**src/rtl/nx_node_loader_if.sv**
```systemverilog
// nx_node_loader_if
//   Bundles the three handshake channels of the node loader:
//     command channel : i_cmd_* / i_cmd_valid -> o_cmd_ready
//     word channel    : i_word_data / i_word_valid -> o_word_ready
//     message channel : o_msg_data / o_msg_valid -> i_msg_ready
//   slave  : the loader's view (consumes commands/words, produces messages)
//   master : the host/driver view (produces commands/words, consumes messages)
interface nx_node_loader_if #(
    parameter int unsigned RAM_ADDR_W       = 10,
    parameter int unsigned RAM_DATA_W       = 32,
    parameter int unsigned COUNT_W          = 11,
    parameter int unsigned ROW_W            = 4,
    parameter int unsigned COL_W            = 4,
    parameter int unsigned NODE_PARAM_WIDTH = 8,
    parameter int unsigned MESSAGE_WIDTH    = 64
);
    logic [ROW_W-1:0]            i_cmd_row;
    logic [COL_W-1:0]            i_cmd_column;
    logic [RAM_ADDR_W-1:0]       i_cmd_base;
    logic [COUNT_W-1:0]          i_cmd_count;
    logic [NODE_PARAM_WIDTH-1:0] i_cmd_num_instr;
    logic [NODE_PARAM_WIDTH-1:0] i_cmd_num_output;
    logic                        i_cmd_valid;
    logic                        o_cmd_ready;

    logic [RAM_DATA_W-1:0]       i_word_data;
    logic                        i_word_valid;
    logic                        o_word_ready;

    logic [MESSAGE_WIDTH-1:0]    o_msg_data;
    logic                        o_msg_valid;
    logic                        i_msg_ready;

    modport slave (
        input  i_cmd_row, i_cmd_column, i_cmd_base, i_cmd_count,
        input  i_cmd_num_instr, i_cmd_num_output, i_cmd_valid,
        output o_cmd_ready,
        input  i_word_data, i_word_valid,
        output o_word_ready,
        output o_msg_data, o_msg_valid,
        input  i_msg_ready
    );

    modport master (
        output i_cmd_row, i_cmd_column, i_cmd_base, i_cmd_count,
        output i_cmd_num_instr, i_cmd_num_output, i_cmd_valid,
        input  o_cmd_ready,
        output i_word_data, i_word_valid,
        input  o_word_ready,
        input  o_msg_data, o_msg_valid,
        output i_msg_ready
    );
endinterface

```
**src/rtl/nx_node_loader.sv**
```systemverilog
// nx_node_loader
//   Host-side generator of node inbound messages. Accepts a load command and
//   a stream of RAM words, emits one LOAD message per SLOT_W-bit slice of each
//   word (address = base + word index, wrapping), then one CONTROL message
//   carrying num_instr / num_output.
// Ports:
//   i_clk  : clock
//   i_rst  : asynchronous active-low reset
//   o_idle : IDLE, output register empty and no command offered
//   bus    : nx_node_loader_if.slave (command, word and message channels)
// Message layout (MSB first):
//   [row | column | command(4) | payload]
//   LOAD payload    : address[ADDR_LSB +: RAM_ADDR_W], slot[SLOT_W +: 8], data[0 +: SLOT_W]
//   CONTROL payload : num_output[NODE_PARAM_WIDTH +: NODE_PARAM_WIDTH], num_instr[0 +: NODE_PARAM_WIDTH]
module nx_node_loader #(
    parameter int unsigned RAM_ADDR_W       = 10,
    parameter int unsigned RAM_DATA_W       = 32,
    parameter int unsigned SLOT_W           = 16,
    parameter int unsigned COUNT_W          = 11,
    parameter int unsigned ROW_W            = 4,
    parameter int unsigned COL_W            = 4,
    parameter int unsigned NODE_PARAM_WIDTH = 8,
    parameter int unsigned MESSAGE_WIDTH    = 64
) (
    input  logic             i_clk,
    input  logic             i_rst,
    output logic             o_idle,
    nx_node_loader_if.slave  bus
);
    localparam int unsigned SLOTS      = RAM_DATA_W / SLOT_W;
    localparam int unsigned SLOT_IDX_W = (SLOTS > 1) ? $clog2(SLOTS) : 1;
    localparam int unsigned MSG_SLOT_W = 8;
    localparam int unsigned CMD_W      = 4;
    localparam int unsigned ROW_LSB    = MESSAGE_WIDTH - ROW_W;
    localparam int unsigned COL_LSB    = ROW_LSB - COL_W;
    localparam int unsigned CMD_LSB    = COL_LSB - CMD_W;
    localparam int unsigned SLOT_LSB   = SLOT_W;
    localparam int unsigned ADDR_LSB   = SLOT_W + MSG_SLOT_W;

    localparam logic [CMD_W-1:0] NODE_COMMAND_LOAD    = 4'd1;
    localparam logic [CMD_W-1:0] NODE_COMMAND_CONTROL = 4'd2;

    typedef enum logic [2:0] {S_IDLE, S_FETCH, S_SEND, S_CTRL, S_DRAIN} state_t;

    state_t                      state_q, state_d;
    logic [ROW_W-1:0]            row_q, row_d;
    logic [COL_W-1:0]            col_q, col_d;
    logic [RAM_ADDR_W-1:0]       base_q, base_d;
    logic [COUNT_W-1:0]          count_q, count_d;
    logic [NODE_PARAM_WIDTH-1:0] instr_q, instr_d;
    logic [NODE_PARAM_WIDTH-1:0] nout_q, nout_d;
    logic [COUNT_W-1:0]          wcnt_q, wcnt_d;
    logic [SLOT_IDX_W-1:0]       slot_q, slot_d;
    logic [RAM_DATA_W-1:0]       word_q, word_d;
    logic [MESSAGE_WIDTH-1:0]    msg_data_q, msg_data_d;
    logic                        msg_valid_q, msg_valid_d;

    logic                          cmd_ready;
    logic                          word_ready;
    logic                          can_load;
    logic [COUNT_W-1:0]            wcnt_inc;
    logic [RAM_ADDR_W-1:0]         load_addr;
    logic [SLOTS-1:0][SLOT_W-1:0]  word_slots;
    logic [MESSAGE_WIDTH-1:0]      load_msg;
    logic [MESSAGE_WIDTH-1:0]      ctrl_msg;

    assign word_slots = word_q;
    assign wcnt_inc   = wcnt_q + COUNT_W'(1);
    assign load_addr  = base_q + wcnt_q[RAM_ADDR_W-1:0];
    // Output register may take a new value when empty or being handshaken now.
    assign can_load   = !msg_valid_q || bus.i_msg_ready;

    always_comb begin
        load_msg = '0;
        load_msg[ROW_LSB +: ROW_W]         = row_q;
        load_msg[COL_LSB +: COL_W]         = col_q;
        load_msg[CMD_LSB +: CMD_W]         = NODE_COMMAND_LOAD;
        load_msg[ADDR_LSB +: RAM_ADDR_W]   = load_addr;
        load_msg[SLOT_LSB +: MSG_SLOT_W]   = MSG_SLOT_W'(slot_q);
        load_msg[0 +: SLOT_W]              = word_slots[slot_q];

        ctrl_msg = '0;
        ctrl_msg[ROW_LSB +: ROW_W]                       = row_q;
        ctrl_msg[COL_LSB +: COL_W]                       = col_q;
        ctrl_msg[CMD_LSB +: CMD_W]                       = NODE_COMMAND_CONTROL;
        ctrl_msg[NODE_PARAM_WIDTH +: NODE_PARAM_WIDTH]   = nout_q;
        ctrl_msg[0 +: NODE_PARAM_WIDTH]                  = instr_q;
    end

    always_comb begin
        state_d     = state_q;
        row_d       = row_q;
        col_d       = col_q;
        base_d      = base_q;
        count_d     = count_q;
        instr_d     = instr_q;
        nout_d      = nout_q;
        wcnt_d      = wcnt_q;
        slot_d      = slot_q;
        word_d      = word_q;
        msg_data_d  = msg_data_q;
        msg_valid_d = msg_valid_q && !bus.i_msg_ready;
        cmd_ready   = 1'b0;
        word_ready  = 1'b0;

        case (state_q)
            S_IDLE: begin
                cmd_ready = 1'b1;
                if (bus.i_cmd_valid) begin
                    row_d   = bus.i_cmd_row;
                    col_d   = bus.i_cmd_column;
                    base_d  = bus.i_cmd_base;
                    count_d = bus.i_cmd_count;
                    instr_d = bus.i_cmd_num_instr;
                    nout_d  = bus.i_cmd_num_output;
                    wcnt_d  = '0;
                    slot_d  = '0;
                    state_d = (bus.i_cmd_count != '0) ? S_FETCH : S_CTRL;
                end
            end
            S_FETCH: begin
                word_ready = can_load;
                if (can_load && bus.i_word_valid) begin
                    word_d  = bus.i_word_data;
                    slot_d  = '0;
                    state_d = S_SEND;
                end
            end
            S_SEND: begin
                if (can_load) begin
                    msg_data_d  = load_msg;
                    msg_valid_d = 1'b1;
                    if (slot_q == SLOT_IDX_W'(SLOTS - 1)) begin
                        wcnt_d = wcnt_inc;
                        if (wcnt_inc == count_q) begin
                            state_d = S_CTRL;
                        end else begin
                            // Fetch the next word alongside the last slot so
                            // word boundaries cost no bubble.
                            word_ready = 1'b1;
                            if (bus.i_word_valid) begin
                                word_d = bus.i_word_data;
                                slot_d = '0;
                            end else begin
                                state_d = S_FETCH;
                            end
                        end
                    end else begin
                        slot_d = slot_q + SLOT_IDX_W'(1);
                    end
                end else begin
                    state_d = S_DRAIN;
                end
            end
            S_CTRL: begin
                if (can_load) begin
                    msg_data_d  = ctrl_msg;
                    msg_valid_d = 1'b1;
                    state_d     = S_DRAIN;
                end
            end
            S_DRAIN: begin
                // Register holds until handshaken; the command field tells
                // whether the held message ends the transfer.
                if (bus.i_msg_ready) begin
                    state_d = (msg_data_q[CMD_LSB +: CMD_W] == NODE_COMMAND_CONTROL) ?
                              S_IDLE : S_SEND;
                end
            end
            default: state_d = S_IDLE;
        endcase
    end

    always_ff @(posedge i_clk or negedge i_rst) begin
        if (!i_rst) begin
            state_q     <= S_IDLE;
            row_q       <= '0;
            col_q       <= '0;
            base_q      <= '0;
            count_q     <= '0;
            instr_q     <= '0;
            nout_q      <= '0;
            wcnt_q      <= '0;
            slot_q      <= '0;
            word_q      <= '0;
            msg_data_q  <= '0;
            msg_valid_q <= 1'b0;
        end else begin
            state_q     <= state_d;
            row_q       <= row_d;
            col_q       <= col_d;
            base_q      <= base_d;
            count_q     <= count_d;
            instr_q     <= instr_d;
            nout_q      <= nout_d;
            wcnt_q      <= wcnt_d;
            slot_q      <= slot_d;
            word_q      <= word_d;
            msg_data_q  <= msg_data_d;
            msg_valid_q <= msg_valid_d;
        end
    end

    assign bus.o_cmd_ready  = cmd_ready && i_rst;
    assign bus.o_word_ready = word_ready;
    assign bus.o_msg_data   = msg_data_q;
    assign bus.o_msg_valid  = msg_valid_q;
    assign o_idle           = (state_q == S_IDLE) && !msg_valid_q && !bus.i_cmd_valid;
endmodule

```
**src/flat_wrapper.sv**
```systemverilog
// flat-port wrapper written by rule: the top's interface ports become plain ports
module nx_node_loader_flat 
#(
    parameter int unsigned RAM_ADDR_W       = 10,
    parameter int unsigned RAM_DATA_W       = 32,
    parameter int unsigned SLOT_W           = 16,
    parameter int unsigned COUNT_W          = 11,
    parameter int unsigned ROW_W            = 4,
    parameter int unsigned COL_W            = 4,
    parameter int unsigned NODE_PARAM_WIDTH = 8,
    parameter int unsigned MESSAGE_WIDTH    = 64
)
  (i_clk, i_rst, o_idle, bus_i_cmd_row, bus_i_cmd_column, bus_i_cmd_base, bus_i_cmd_count, bus_i_cmd_num_instr, bus_i_cmd_num_output, bus_i_cmd_valid, bus_o_cmd_ready, bus_i_word_data, bus_i_word_valid, bus_o_word_ready, bus_o_msg_data, bus_o_msg_valid, bus_i_msg_ready);
  nx_node_loader_if #(.RAM_ADDR_W(RAM_ADDR_W), .RAM_DATA_W(RAM_DATA_W), .COUNT_W(COUNT_W), .ROW_W(ROW_W), .COL_W(COL_W), .NODE_PARAM_WIDTH(NODE_PARAM_WIDTH), .MESSAGE_WIDTH(MESSAGE_WIDTH)) bus_i ();
  input  logic i_clk;
  input  logic i_rst;
  output logic o_idle;
  input wire logic [$bits(bus_i.i_cmd_row)-1:0] bus_i_cmd_row;
  input wire logic [$bits(bus_i.i_cmd_column)-1:0] bus_i_cmd_column;
  input wire logic [$bits(bus_i.i_cmd_base)-1:0] bus_i_cmd_base;
  input wire logic [$bits(bus_i.i_cmd_count)-1:0] bus_i_cmd_count;
  input wire logic [$bits(bus_i.i_cmd_num_instr)-1:0] bus_i_cmd_num_instr;
  input wire logic [$bits(bus_i.i_cmd_num_output)-1:0] bus_i_cmd_num_output;
  input wire logic [$bits(bus_i.i_cmd_valid)-1:0] bus_i_cmd_valid;
  output wire logic [$bits(bus_i.o_cmd_ready)-1:0] bus_o_cmd_ready;
  input wire logic [$bits(bus_i.i_word_data)-1:0] bus_i_word_data;
  input wire logic [$bits(bus_i.i_word_valid)-1:0] bus_i_word_valid;
  output wire logic [$bits(bus_i.o_word_ready)-1:0] bus_o_word_ready;
  output wire logic [$bits(bus_i.o_msg_data)-1:0] bus_o_msg_data;
  output wire logic [$bits(bus_i.o_msg_valid)-1:0] bus_o_msg_valid;
  input wire logic [$bits(bus_i.i_msg_ready)-1:0] bus_i_msg_ready;
  assign bus_i.i_cmd_row = bus_i_cmd_row;
  assign bus_i.i_cmd_column = bus_i_cmd_column;
  assign bus_i.i_cmd_base = bus_i_cmd_base;
  assign bus_i.i_cmd_count = bus_i_cmd_count;
  assign bus_i.i_cmd_num_instr = bus_i_cmd_num_instr;
  assign bus_i.i_cmd_num_output = bus_i_cmd_num_output;
  assign bus_i.i_cmd_valid = bus_i_cmd_valid;
  assign bus_o_cmd_ready = bus_i.o_cmd_ready;
  assign bus_i.i_word_data = bus_i_word_data;
  assign bus_i.i_word_valid = bus_i_word_valid;
  assign bus_o_word_ready = bus_i.o_word_ready;
  assign bus_o_msg_data = bus_i.o_msg_data;
  assign bus_o_msg_valid = bus_i.o_msg_valid;
  assign bus_i.i_msg_ready = bus_i_msg_ready;
  nx_node_loader #(.RAM_ADDR_W(RAM_ADDR_W), .RAM_DATA_W(RAM_DATA_W), .SLOT_W(SLOT_W), .COUNT_W(COUNT_W), .ROW_W(ROW_W), .COL_W(COL_W), .NODE_PARAM_WIDTH(NODE_PARAM_WIDTH), .MESSAGE_WIDTH(MESSAGE_WIDTH)) u_core (.i_clk(i_clk), .i_rst(i_rst), .o_idle(o_idle), .bus(bus_i));
endmodule
```
**config.mk**
```make
export PLATFORM = sky130hd
export DESIGN_NAME = nx_node_loader_flat
export DESIGN_NICKNAME = d
export VERILOG_FILES = /design/src/rtl/nx_node_loader_if.sv /design/src/rtl/nx_node_loader.sv /design/src/flat_wrapper.sv
export SDC_FILE = /design/constraint.sdc
export NUM_CORES = 1
export LEC_CHECK = 0
export BUFFER_PORTS_ARGS = -buffer_cell sky130_fd_sc_hd__buf_4
export CORE_ASPECT_RATIO = 0.6
export CORE_MARGIN = 2
export CORE_UTILIZATION = 54
export DETAILED_ROUTE_END_ITERATION = 8
export PLACE_DENSITY = 0.8
export SLEW_MARGIN = 20
export SYNTH_ARGS = -nofsm -noshare
export SYNTH_HDL_FRONTEND = slang
export SYNTH_SLANG_ARGS = --single-unit
```
**constraint.sdc**
```tcl
create_clock -name i_clk -period 7.7 [get_ports i_clk]
set_input_delay 0 -clock i_clk [delete_from_list [all_inputs] [get_ports i_clk]]
set_output_delay 0 -clock i_clk [all_outputs]
set_load 0.05 [all_outputs]
```
==> out/metrics.yaml <==
status: "finished clean"
cp-start-kind: "flip-flop"
start_util_pct: 56.4
coreArea_mm2: 0.0115
p_leak_nw: 4.13
tritoncts.num_buffers: 17
required_ns: 7.99
crit_type: "reg2reg"
layout.cells.non_filler: 944
yosysWarnings: 0
hold_violations: 0
synth_xor_area_share_pct: 2.57
p_total_mw: 3.65
vias: 5116
dp_cells: 834
ys_seq_area_share_pct: 50.2
cp_top_family: "simple AND/OR/NAND/NOR gates"
whs_endpoint: "u_core.slot_q"
slew_viol_final: 0
syn2layout_area_growth_pct: 35.4
async_flop_share_pct: 100
vdd_drop_max_v: 0.000264
seq_area_mm2: 0.00325
syn_inst: 579
worstPathArrival_ns: 3.74
cap_viol_max_count: 0
grt_pass1_vias: 5218
reg2reg_depth: 10
critPathMaxStageDelay_ns: 0.55
totalWireLength_um: 16800
port_buffers: 122
grt_overflow: 0
synth_edf_count: 0
synth_top_family_by_area: "multiplexers"
grt_usage_pct: 26.8
synth_cell_type_count: 58
dieHeight_um: 88.9
nFillCells: 738
max_freq_ghz: 0.289
regToRegSetupSlack_ns: 4.24
synth-compound-area-share_pct: 10.2
post-route-util_pct: 76.4
startpoint: "u_core.wcnt_q[0]"
worstPathCellList: "ha_1 -> nand2_1 -> or4b_4 -> xor2_1 -> o221ai_1 -> nor4_2 -> o22ai_1 -> nor4b_4 -> buf_4 -> mux2_2"
wl_per_cell_um: 17.8
hold_depth: 4
multi_input_area_mm2: 0.00295
rows: 30
slew_headroom_pct: 25.7
viasPerCell: 5.42
crit_path_top_delay_cell: "or4b_4"
first_iter_violations: 408
diodes: 0
grt_first_pass_wirelength_um: 26800
stdcell_area_mm2: 0.00877
drc: 0
htreeDepth: 4
clk_pin_slew_ns: 0.05
cts_tree: "done"
synth_flop_cell: "dfrtp_1"
nets: 865
netlist_area_mm2: 0.00648
fin_skew_ns: 0.0119
post-route-period-util_pct: 44.9
drt_first_pass_iters: 5
gp_congestion: 0.915
die_w_um: 145
finalSetupViolCount: 0
clock_latency_ns: 0.41
dp_hpwl_um: 10700
holdWs_ns: 0.0290
rsz0062_at_grt: "no"
dp_slack_ns: 4.32
yosys.area_share.simple_pct: 11.4
placed_area_mm2: 0.00738
detail-route-antenna-nets: 0
r2r_start: "u_core.wcnt_q[0]"
grt_max_degree: 77
endpoint_kind: "flip-flop"
hp-class: "in2reg"
period_minus_slack_ns: 3.46
grt_antenna_before_repair: 0
powerDensity_mw_per_mm2: 416
setup_tns_ns: 0
ios: 150
synth_area_per_cell_um2: 11.2
clockBufferDepth: 2
cts_root_buf: "clkbuf_16"
clock-sinks: 130
synthMuxAreaShare_pct: 17.4
worst_slack_ns: 4.24
r2r-end: "u_core.word_q[1]"
drive_gt1_share_pct: 30.4
synthAdderAreaFrac_pct: 2.24
synth-seq-cells: 130
cp_max_fo: 32
worst_pin_slew_ns: 1.11
hold_start: "bus_i_word_valid"
cp.buffers_inverters: 1
dieArea_mm2: 0.0129
post_cts_buffers: 0
## what timing repair did
item                                   4_1_cts  5_1_grt
hold buffers                                79        0
gates resized for setup                      0        0
endpoints found under the hold margin      152        0
## how the worst max path moves through the flow
stage	end	slack, ns	depth (start not counted)
finish	u_core.word_q[1]	4.24	10
global route	u_core.word_q[1]	4.03	10
CTS	u_core.word_q[0]	4.28	10
detailed placement	u_core.word_q[1]	4.32	10
global placement	u_core.word_q[1]	4.45	10
floorplan	u_core.word_q[10]	4.85	10
## power by group
| group | switching (mW) | internal [mW] | leakage (nW) |
|---|---|---|---|
| Combinational | 0.898 | 0.670 | 2.25 |
| Clock | 0.303 | 0.519 | 0.287 |
| Sequential | 0.260 | 0.998 | 1.59 |
| Total | 1.46 | 2.19 | 4.13 |
## cells by family (layout without fill, tap and decap cells)
group	Yosys count	after routing
flops	130	130
other cells	1	27
compound gates	108	108
mux	92	92
xor+xnor	19	19
buf+inv	67	246
simple gates	151	151
fa+ha+maj	11	11
## worst min-delay path, cell delays in order
cell	delay [ns]
buf_4	0.13
nand2b_1	0.11
o21ai_0	0.09
nand2_1	0.06
## state kept, by name, indices dropped and copies added, names as in the netlist
name                    count
u_core.bus.o_msg_data      37
u_core.word_q              32
u_core.count_q             11
u_core.wcnt_q              11
u_core.base_q              10
u_core.instr_q              8
u_core.nout_q               8
u_core.col_q                4
u_core.row_q                4
u_core.state_q              3
u_core.bus.o_msg_valid      1
u_core.slot_q               1
## layer usage
metal | global-route usage (%) | share of wire, %
met1 | 37.3 | 46
met3 | 7.22 | 7.2
met5 | 0 | 0
met4 | 8.56 | 0.71
met2 | 41.7 | 46
## synth_stat cells (4+ instances only)
master | n | area share (%)
dfrtp_1 | 130 | 50
nand2_1 | 80 | 4.6
o21ai_0 | 56 | 4.3
mux2_2 | 46 | 8.0
mux2_4 | 30 | 7.0
buf_4 | 29 | 3.4
clkbuf_1 | 22 | 1.3
nor2_1 | 22 | 1.3
mux2i_1 | 16 | 2.5
a21oi_1 | 13 | 1.0
inv_1 | 11 | 0.64
xnor2_1 | 11 | 1.5
ha_1 | 10 | 1.9
xor2_1 | 8 | 1.1
nor3_1 | 7 | 0.54
o41ai_1 | 7 | 0.95
nand3_1 | 6 | 0.46
a22o_1 | 5 | 0.68
and2_1 | 4 | 0.39
and3_1 | 4 | 0.39
nand2b_1 | 4 | 0.39
nand4_1 | 4 | 0.39
o31ai_1 | 4 | 0.46
## cells in the final DEF (no fill, tap or decap), types with 4 or more instances in the layout
cell             n
mux2i_1         16
xor2_1           8
ha_1            10
nor3_1           7
a21oi_1         13
inv_1           11
and3_1           4
nor2_1          22
conb_1          27
mux2_2          46
nand4_1          4
clkbuf_16       17
mux2_4          30
dlygate4sd3_1   79
buf_4          125
o21ai_0         56
nand2_1         79
a22o_1           5
xnor2_1         11
nand2b_1         4
dfrtp_1        130
o31ai_1          4
nand3_1          6
o41ai_1          7
## final cells by class
class	count	area share, %
Tap cell	160	2.28
Sequential cell	130	37.1
Multi-Input combinational cell	408	33.6
Inverter	11	0.471
Clock inverter	11	1.75
Clock buffer	20	5.09
Timing Repair Buffer	204	19.7
(Power assumes the default switching activity.)
